File: config.mk
export PLATFORM = sky130hd
export DESIGN_NAME = sensor_conditioner
export DESIGN_NICKNAME = d
export VERILOG_FILES = /design/src/rtl/sensor_conditioner.sv
export SDC_FILE = /design/constraint.sdc
export NUM_CORES = 1
export LEC_CHECK = 0
export ABC_AREA = 0
export BUFFER_PORTS_ARGS = -buffer_cell sky130_fd_sc_hd__buf_4
export CORE_ASPECT_RATIO = 0.9
export CORE_UTILIZATION = 30
export CTS_CLUSTER_DIAMETER = 150
export DETAILED_ROUTE_END_ITERATION = 10
export RECOVER_POWER = 25
export SLEW_MARGIN = 25
export SYNTH_ARGS = -nofsm -noshare
export SYNTH_HDL_FRONTEND = slang
export SYNTH_SLANG_ARGS = --single-unit
File: constraint.sdc
create_clock -name Clock -period 2.14 [get_ports Clock]
set_input_delay 0.214 -clock Clock [delete_from_list [all_inputs] [get_ports Clock]]
set_output_delay 0.214 -clock Clock [all_outputs]
set_load 0.005 [all_outputs]
File: src/rtl/sensor_conditioner.sv
// Conditions the raw ambient (A) and presence (P) sensor inputs for the lighting FSM:
// per-channel synchroniser, tick-sampled debounce, clean levels, edge pulses and Ready.
module sensor_conditioner #(
    parameter int unsigned SYNC_STAGES    = 2,
    parameter int unsigned TICK_DIV       = 50000,
    parameter int unsigned DEBOUNCE_COUNT = 20
) (
    input  logic Clock,
    input  logic Reset,
    input  logic A_raw,
    input  logic P_raw,
    output logic A,
    output logic P,
    output logic A_rise,
    output logic A_fall,
    output logic P_rise,
    output logic P_fall,
    output logic Ready
);

    localparam int unsigned DIV_W = $clog2(TICK_DIV);
    localparam int unsigned CNT_W = $clog2(DEBOUNCE_COUNT + 1);
    localparam int unsigned NCH   = 2;

    typedef enum logic {ST_STABLE, ST_PEND} state_t;

    logic [DIV_W-1:0] r_div;
    logic             w_tick;
    logic [CNT_W-1:0] r_ticks;
    logic [CNT_W-1:0] w_ticks_inc;
    logic             r_ready;
    logic [NCH-1:0]   w_raw;
    logic [NCH-1:0]   w_level;
    logic [NCH-1:0]   w_rise;
    logic [NCH-1:0]   w_fall;

    assign w_raw       = {P_raw, A_raw};
    assign w_tick      = (r_div == DIV_W'(TICK_DIV - 1));
    assign w_ticks_inc = r_ticks + CNT_W'(1);

    // Sample-tick prescaler: free-running 0..TICK_DIV-1
    always_ff @(posedge Clock or posedge Reset) begin
        if (Reset) begin
            r_div <= '0;
        end else if (w_tick) begin
            r_div <= '0;
        end else begin
            r_div <= r_div + DIV_W'(1);
        end
    end

    // Ready rises after the first full debounce window of ticks and then holds
    always_ff @(posedge Clock or posedge Reset) begin
        if (Reset) begin
            r_ticks <= '0;
            r_ready <= 1'b0;
        end else if (w_tick && !r_ready) begin
            r_ticks <= w_ticks_inc;
            if (w_ticks_inc == CNT_W'(DEBOUNCE_COUNT)) begin
                r_ready <= 1'b1;
            end
        end
    end

    for (genvar g = 0; g < NCH; g++) begin : g_ch
        logic [SYNC_STAGES-1:0] r_sync;
        logic                   w_s;
        state_t                 r_state;
        state_t                 w_state_nxt;
        logic [CNT_W-1:0]       r_cnt;
        logic [CNT_W-1:0]       w_cnt_nxt;
        logic [CNT_W-1:0]       w_cnt_inc;
        logic                   r_level;
        logic                   w_level_nxt;
        logic                   r_rise;
        logic                   w_rise_nxt;
        logic                   r_fall;
        logic                   w_fall_nxt;
        logic                   w_commit;

        assign w_s       = r_sync[SYNC_STAGES-1];
        assign w_cnt_inc = r_cnt + CNT_W'(1);

        // Input synchroniser chain for the asynchronous raw sensor
        always_ff @(posedge Clock or posedge Reset) begin
            if (Reset) begin
                r_sync <= '0;
            end else begin
                r_sync <= {r_sync[SYNC_STAGES-2:0], w_raw[g]};
            end
        end

        // Debounce state register with registered level and edge pulses
        always_ff @(posedge Clock or posedge Reset) begin
            if (Reset) begin
                r_state <= ST_STABLE;
                r_cnt   <= '0;
                r_level <= 1'b0;
                r_rise  <= 1'b0;
                r_fall  <= 1'b0;
            end else begin
                r_state <= w_state_nxt;
                r_cnt   <= w_cnt_nxt;
                r_level <= w_level_nxt;
                r_rise  <= w_rise_nxt;
                r_fall  <= w_fall_nxt;
            end
        end

        // Next state: count consecutive mismatching ticks, commit at DEBOUNCE_COUNT
        always_comb begin
            w_state_nxt = r_state;
            w_cnt_nxt   = r_cnt;
            w_level_nxt = r_level;
            w_rise_nxt  = 1'b0;
            w_fall_nxt  = 1'b0;
            w_commit    = 1'b0;
            if (w_tick) begin
                case (r_state)
                    ST_STABLE: begin
                        if (w_s != r_level) begin
                            if (DEBOUNCE_COUNT == 1) begin
                                w_commit = 1'b1;
                            end else begin
                                w_cnt_nxt   = CNT_W'(1);
                                w_state_nxt = ST_PEND;
                            end
                        end
                    end
                    ST_PEND: begin
                        if (w_s != r_level) begin
                            if (w_cnt_inc == CNT_W'(DEBOUNCE_COUNT)) begin
                                w_commit = 1'b1;
                            end else begin
                                w_cnt_nxt = w_cnt_inc;
                            end
                        end else begin
                            w_cnt_nxt   = '0;
                            w_state_nxt = ST_STABLE;
                        end
                    end
                    default: begin
                        w_cnt_nxt   = '0;
                        w_state_nxt = ST_STABLE;
                    end
                endcase
            end
            if (w_commit) begin
                w_level_nxt = ~r_level;
                w_cnt_nxt   = '0;
                w_state_nxt = ST_STABLE;
                w_rise_nxt  = ~r_level;
                w_fall_nxt  = r_level;
            end
        end

        assign w_level[g] = r_level;
        assign w_rise[g]  = r_rise;
        assign w_fall[g]  = r_fall;
    end

    assign A      = w_level[0];
    assign P      = w_level[1];
    assign A_rise = w_rise[0];
    assign A_fall = w_fall[0];
    assign P_rise = w_rise[1];
    assign P_fall = w_fall[1];
    assign Ready  = r_ready;

endmodule

# Yosys cells after proc, flatten, opt, wreduce, memory -nomap -nowiden
# Cells that the tools add are included.
[classes]
n_reduce_logical = 7
n_mux = 31
bitwise_logic = 4
n_eq_ne = 10
add_sub_neg = 4
[op_table]
columns = ["operator", "count"]
rows = [
  ["$mux 5", 10],
  ["$pmux 5 s2", 2],
  ["$mux 1", 18],
  ["$add 16x1->16 const B", 1],
  ["$eq 16x16->1 const B", 1],
  ["$mux 16", 1],
  ["$add 5x1->5 const B", 3],
  ["$eq 5x5->1 const B", 3],
  ["$ne 4x4->1 const B", 2],
  ["$ne 3x3->1 const B", 2],
  ["$reduce_and 3->1", 2],
  ["$not 1->1", 4],
  ["$reduce_bool 2->1", 2],
  ["$ne 1x1->1", 2],
  ["$reduce_and 2->1", 1],
  ["$logic_and 1x1->1", 1],
  ["$logic_not 1->1", 1],
]
[word_totals]
in_bits = 4
ff_bits = 44
output_inout_bits = 7
wordCells = 71

# Depth between registers and ports, before layout
[logic_depth]
word_depth = 8
mapped_depth = 6
depth_no_buf = 5

# Least setup slack after synthesis
# OpenSTA, ideal clock, no wires.
[synth_path]
kind = "reg2reg"
startpoint = "reg g_ch[0].r_cnt[0]"
endpoint = "reg g_ch[0].r_cnt[1]"
arrival_time_ns = 1.509
slack_ns = 0.509
stages_incl_launch_ff = 6
n_path_buf = 0
setup_ns = 0.122
cell_sequence = "dfrtp_1 -> ha_1 -> and4_1 -> a2111oi_4 -> nand3_2 -> a32o_1"
[synth_via]
elab_chain_cells = 8
word_cells_on_any_way = 15
[synth_rtl]
columns = ["item", "line", "source"]
rows = [
  ["from (decl)", "70", "logic [CNT_W-1:0] r_cnt;"],
  ["from (signal assigned)", "103", "r_cnt <= w_cnt_nxt;"],
  ["$add 5x1->5 *", "82", "assign w_cnt_inc = r_cnt + CNT_W'(1);"],
  ["$eq 5x5->1", "132", "if (w_cnt_inc == CNT_W'(DEBOUNCE_COUNT)) begin"],
  ["$mux 1", "132", ""],
  ["$mux 1", "131", "if (w_s != r_level) begin"],
  ["$mux 1", "119", "case (r_state)"],
  ["$mux 1", "118", "if (w_tick) begin"],
  ["$ne 4x4->1 (no source line), or another cell as far along", "-", ""],
  ["$reduce_and 3->1 (no source line)", "-", ""],
]
# Mark *: on every way between the ends. The rest lies on a longest branch, timed or not. The select of a mux whose other input is x is not followed.
# A chain may end at the register's enable or synchronous reset.

# Final worst setup path
# Same ends and word-level chain as after synthesis.

==> impl.org <==
** Outcome
- The run finished with clean final reports.

** GRT
- Summed over all layers, the global routing overflow is 0.
- The first global-routing pass estimated 6580 um of wire.
- Via count of the first global-routing pass :: 1437
- Across every metal layer, demand over resource in global routing totals 0.108.
- Entering global routing, the biggest net connects 45 pins.
- The initial antenna violation count is 0.

** Critical path
- The critical path in this run is classified as register to register.
- Maximum fanout encountered on the critical timing path :: 4
- Critical path data required time :: 2.32 ns
- CP startpoint kind :: register
- STA classifies the critical path endpoint as a register.
- Crit path arrival time :: 1.95 ns

** Detailed routing
- Highest metal layer with signal wires :: met4
- After detailed routing, the wire length on met1 is 1840 um.
- DR DRC count :: 0
- The detailed router finished its first iteration with 61 violations.
- In the detailed route, the total length drawn on met3 is 135 um.
- The first TritonRoute pass finished after 4 iterations.
- Routed wire length on met2 :: 1660 um
- Total number of vias :: 1484
- Number of routed nets with antenna violations :: 0
- Dividing the detail-routed via count by the number of cells gives 4.85.
- For this block, the routed nets add up to 3670 um of wire.
- Routed wire per std cell :: 12.0 um

** Timing
- Dividing the final minimum period by the clock period gives 0.827.
- Final count of negative-setup-slack endpoints :: 0
- Setup TNS :: 0 ns
- Final period demand of the worst path :: 1.77 ns
- Fmax :: 565 MHz
- Setup repair after global routing left no endpoint under its margin.
- Actual transition at the worst max-transition pin :: 1.08 ns
- Number of slew-limit violations in the final report :: 0
- Post-route worst setup slack :: 0.371 ns
- Total count of hold-check failures in the final report :: 0
- Across the routed clock network, the largest skew measured is 0.00736 ns.
- Max-Slew Margin vs Limit :: 0.277

** CTS
- The later pin in the worst-skew pair is clocked with a latency of 0.29 ns.
- Number of buffers inserted for hold repair after clock tree synthesis :: 0
- The H-tree generated during clock tree synthesis spans 2 levels.
- Worst-path clk slew :: 0.08 ns
- Clk root buf :: clkbuf_8
- In this run, post-CTS repair resized a total of 0 instances.
- Clock Tree Buf Depth :: 2
- Post-CTS setup-driven buffer insertion count :: 0
- TritonCTS built the clock tree.
- Sink Count :: 44
- Clock tree synthesis inserted a total of 5 buffers.

** Yosys
- In this run the mean area of a mapped cell was 11.3 sq um.
- Counting flops with an async set or reset pin after synthesis yields a share of 1.00.
- Number of flops mapped to enable cells by yosys :: 0
- Flop and latch count out of synthesis :: 44
- Synthesis instantiated 45 different standard cells from the library.
- The synthesized netlist occupies a cell area of 2210 sq um.
- Number of standard cells after synthesis :: 195
- Commonest register cell after synthesis :: dfrtp_1
- Synthesized Nets :: 206
- The share of the Yosys chip area taken by registers is 0.498.
- Yosys printed 0 warnings.

** Pwr
- Worst VDD drop :: 0.185 mV
- Overall power :: 1.39 mW
- Of the total power, registers draw 0.601.
- The internal portion of the total power is 1.10 mW.
- Net switching fraction of the power :: 0.207
- Of the total power, the clock network draws 0.380.
- Leak Pwr :: 1.10 nW
- Areal power density over the cells :: 560 nW/um^2
- Combinational share of power :: 0.019
- For this design the total switching power over the nets is 288 uW.

** Place
- Placed wire-length estimate :: 2540 um
- Worst slack, placed :: 0.371 ns
- In this run the tool buffered the top-level ports with 10 buffer cells.
- Routability Congestion :: 0.782

** Cells and area
- Summing all flip-flop and latch instances after layout gives 1100 sq um.
- The repair_antennas step left the layout with diodes totalling 0.
- The library cell used most frequently in the layout, excluding fill and tap cells, is dfrtp_1.
- Signed area change from the synthesized netlist to the final layout :: 12.4%
- Of the cells placed in the final design, the portion with a size suffix greater than 1 is 0.160.
- Counting the fill cells in the layout gives 712.
- Most frequent cells in the layout :: dfrtp_1 (44), nor2_1 (19), xnor2_1 (14)
- The final layout contains 223 nets.
- Summing all multi-input logic gate instances after layout gives 1050 sq um.

** Floorplanning
- Starting utilization of the core area :: 0.312
- From left edge to right edge, the die measures 92.5 um.
- The floorplan step set the die height to 83.4 um.
- In this run the count of I/O pins placed on the die edge is 11.
- Core outline area :: 7080 sq um
- Floorplan row count :: 29
- The die covers 7710 sq um.

** Run
- The tool flagged a number of max-cap violations equal to 0.

** Min path
- Path type of the worst min-delay path :: input pin to register
registers in the layout (all words and copies together), names as in the netlist:
register / count
g_ch.r_state: 2
g_ch.r_cnt: 10
P_fall: 1
A_rise: 1
A_fall: 1
Ready: 1
r_ticks: 5
r_div: 16
g_ch.r_sync: 4
P_rise: 1
A: 1
P: 1
synth_stat cells, types with 2 or more instances:
master    number  area (sq um)
dfrtp_1       44          1100
nor2_1        19          71.3
xnor2_1       14           123
nand3_1       12          60.1
xor2_1        11          96.3
inv_1          8          30.0
ha_1           7          87.6
nand2_1        7          26.3
nand2b_1       6          37.5
a21oi_1        5          25.0
a32o_1         5          50.1
a22o_1         4          35.0
nand4_1        4          25.0
nor3_1         4          20.0
o21ai_0        4          20.0
and2_1         3          18.8
and3_1         3          18.8
nand3b_1       3          22.5
nor4_1         3          18.8
and4_1         2          17.5
buf_6          2          22.5
nand4_2        2          25.0
area by class of cell:
| type | count | share of cell area |
|---|---|---|
| clock buffers | 8 | 0.0363 |
| multi-input cells | 140 | 0.423 |
| flip-flops and latches | 44 | 0.443 |
| well taps | 93 | 0.0469 |
| inverters | 8 | 0.0121 |
| repair buffers | 13 | 0.0383 |
per-stage QoR:
step | util | hold slack, ns | cell area (sq um) | instances
floorplan | - | 0.245 | 2210 | 195
global placement | 0.339 | 0.325 | 2400 | 298
detailed placement | 0.339 | 0.327 | 2400 | 298
CTS | 0.351 | 0.0131 | 2490 | 306
global route | 0.351 | 0.0318 | 2480 | 306
finish | 0.351 | 0.0463 | 2480 | 306
power groups by stage:
stage | registers (mW) | clock network, mW | logic [mW]
floorplan | 0.853 | 0 | 0.0176
global placement | 0.854 | 0 | 0.0295
detailed placement | 0.854 | 0 | 0.0297
CTS | 0.837 | 0.556 | 0.0297
global route | 0.837 | 0.594 | 0.0324
finish | 0.837 | 0.528 | 0.0268
cell families (layout without fill, tap and decap cells):
group / count (synthesis) / after routing / share of synthesized area
AO/OA/AOI/OAI: 29 / 29 / 0.116
buffers and inverters: 11 / 29 / 0.0260
flip-flops: 44 / 44 / 0.498
AND/OR/NAND/NOR: 77 / 77 / 0.208
multiplexers: 1 / 1 / 0.00510
XOR/XNOR: 26 / 26 / 0.106
adder cells (fa/ha/maj): 7 / 7 / 0.0396
metal layers:
metal,GRT usage,up-vias
met1,0.149,728
met3,0.0366,4
li1,-,733
met5,0,-
met4,0.0412,0
met2,0.156,19
worst max-delay path, stage by stage, from the launching register on:
cell and delay, ns:
dfrtp_1 0.42, ha_1 0.25, and4_1 0.18, a2111oi_4 0.36, nand3_2 0.17, a32o_1 0.28
final timing paths:
check                                                    end  depth (start not counted)  slack (ns)                         start
worst min register to register   g_ch[1].r_sync[1]$_DFF_PP0_                          0        0.35   g_ch[1].r_sync[0]$_DFF_PP0_
max in group asynchronous             r_ticks[3]$_DFFE_PP0P_                          3        1.21                         Reset
worst max-delay path            g_ch[0].r_cnt[1]$_DFFE_PP0P_                          5        0.37  g_ch[0].r_cnt[0]$_DFFE_PP0P_
worst min-delay path             g_ch[0].r_sync[0]$_DFF_PP0_                          1        0.05                         A_raw
min in group asynchronous                 r_div[7]$_DFF_PP0_                          3        0.27                         Reset
worst max register to register  g_ch[0].r_cnt[1]$_DFFE_PP0P_                          5        0.37  g_ch[0].r_cnt[0]$_DFFE_PP0P_
Note: power is estimated with default switching activity, not from simulation.
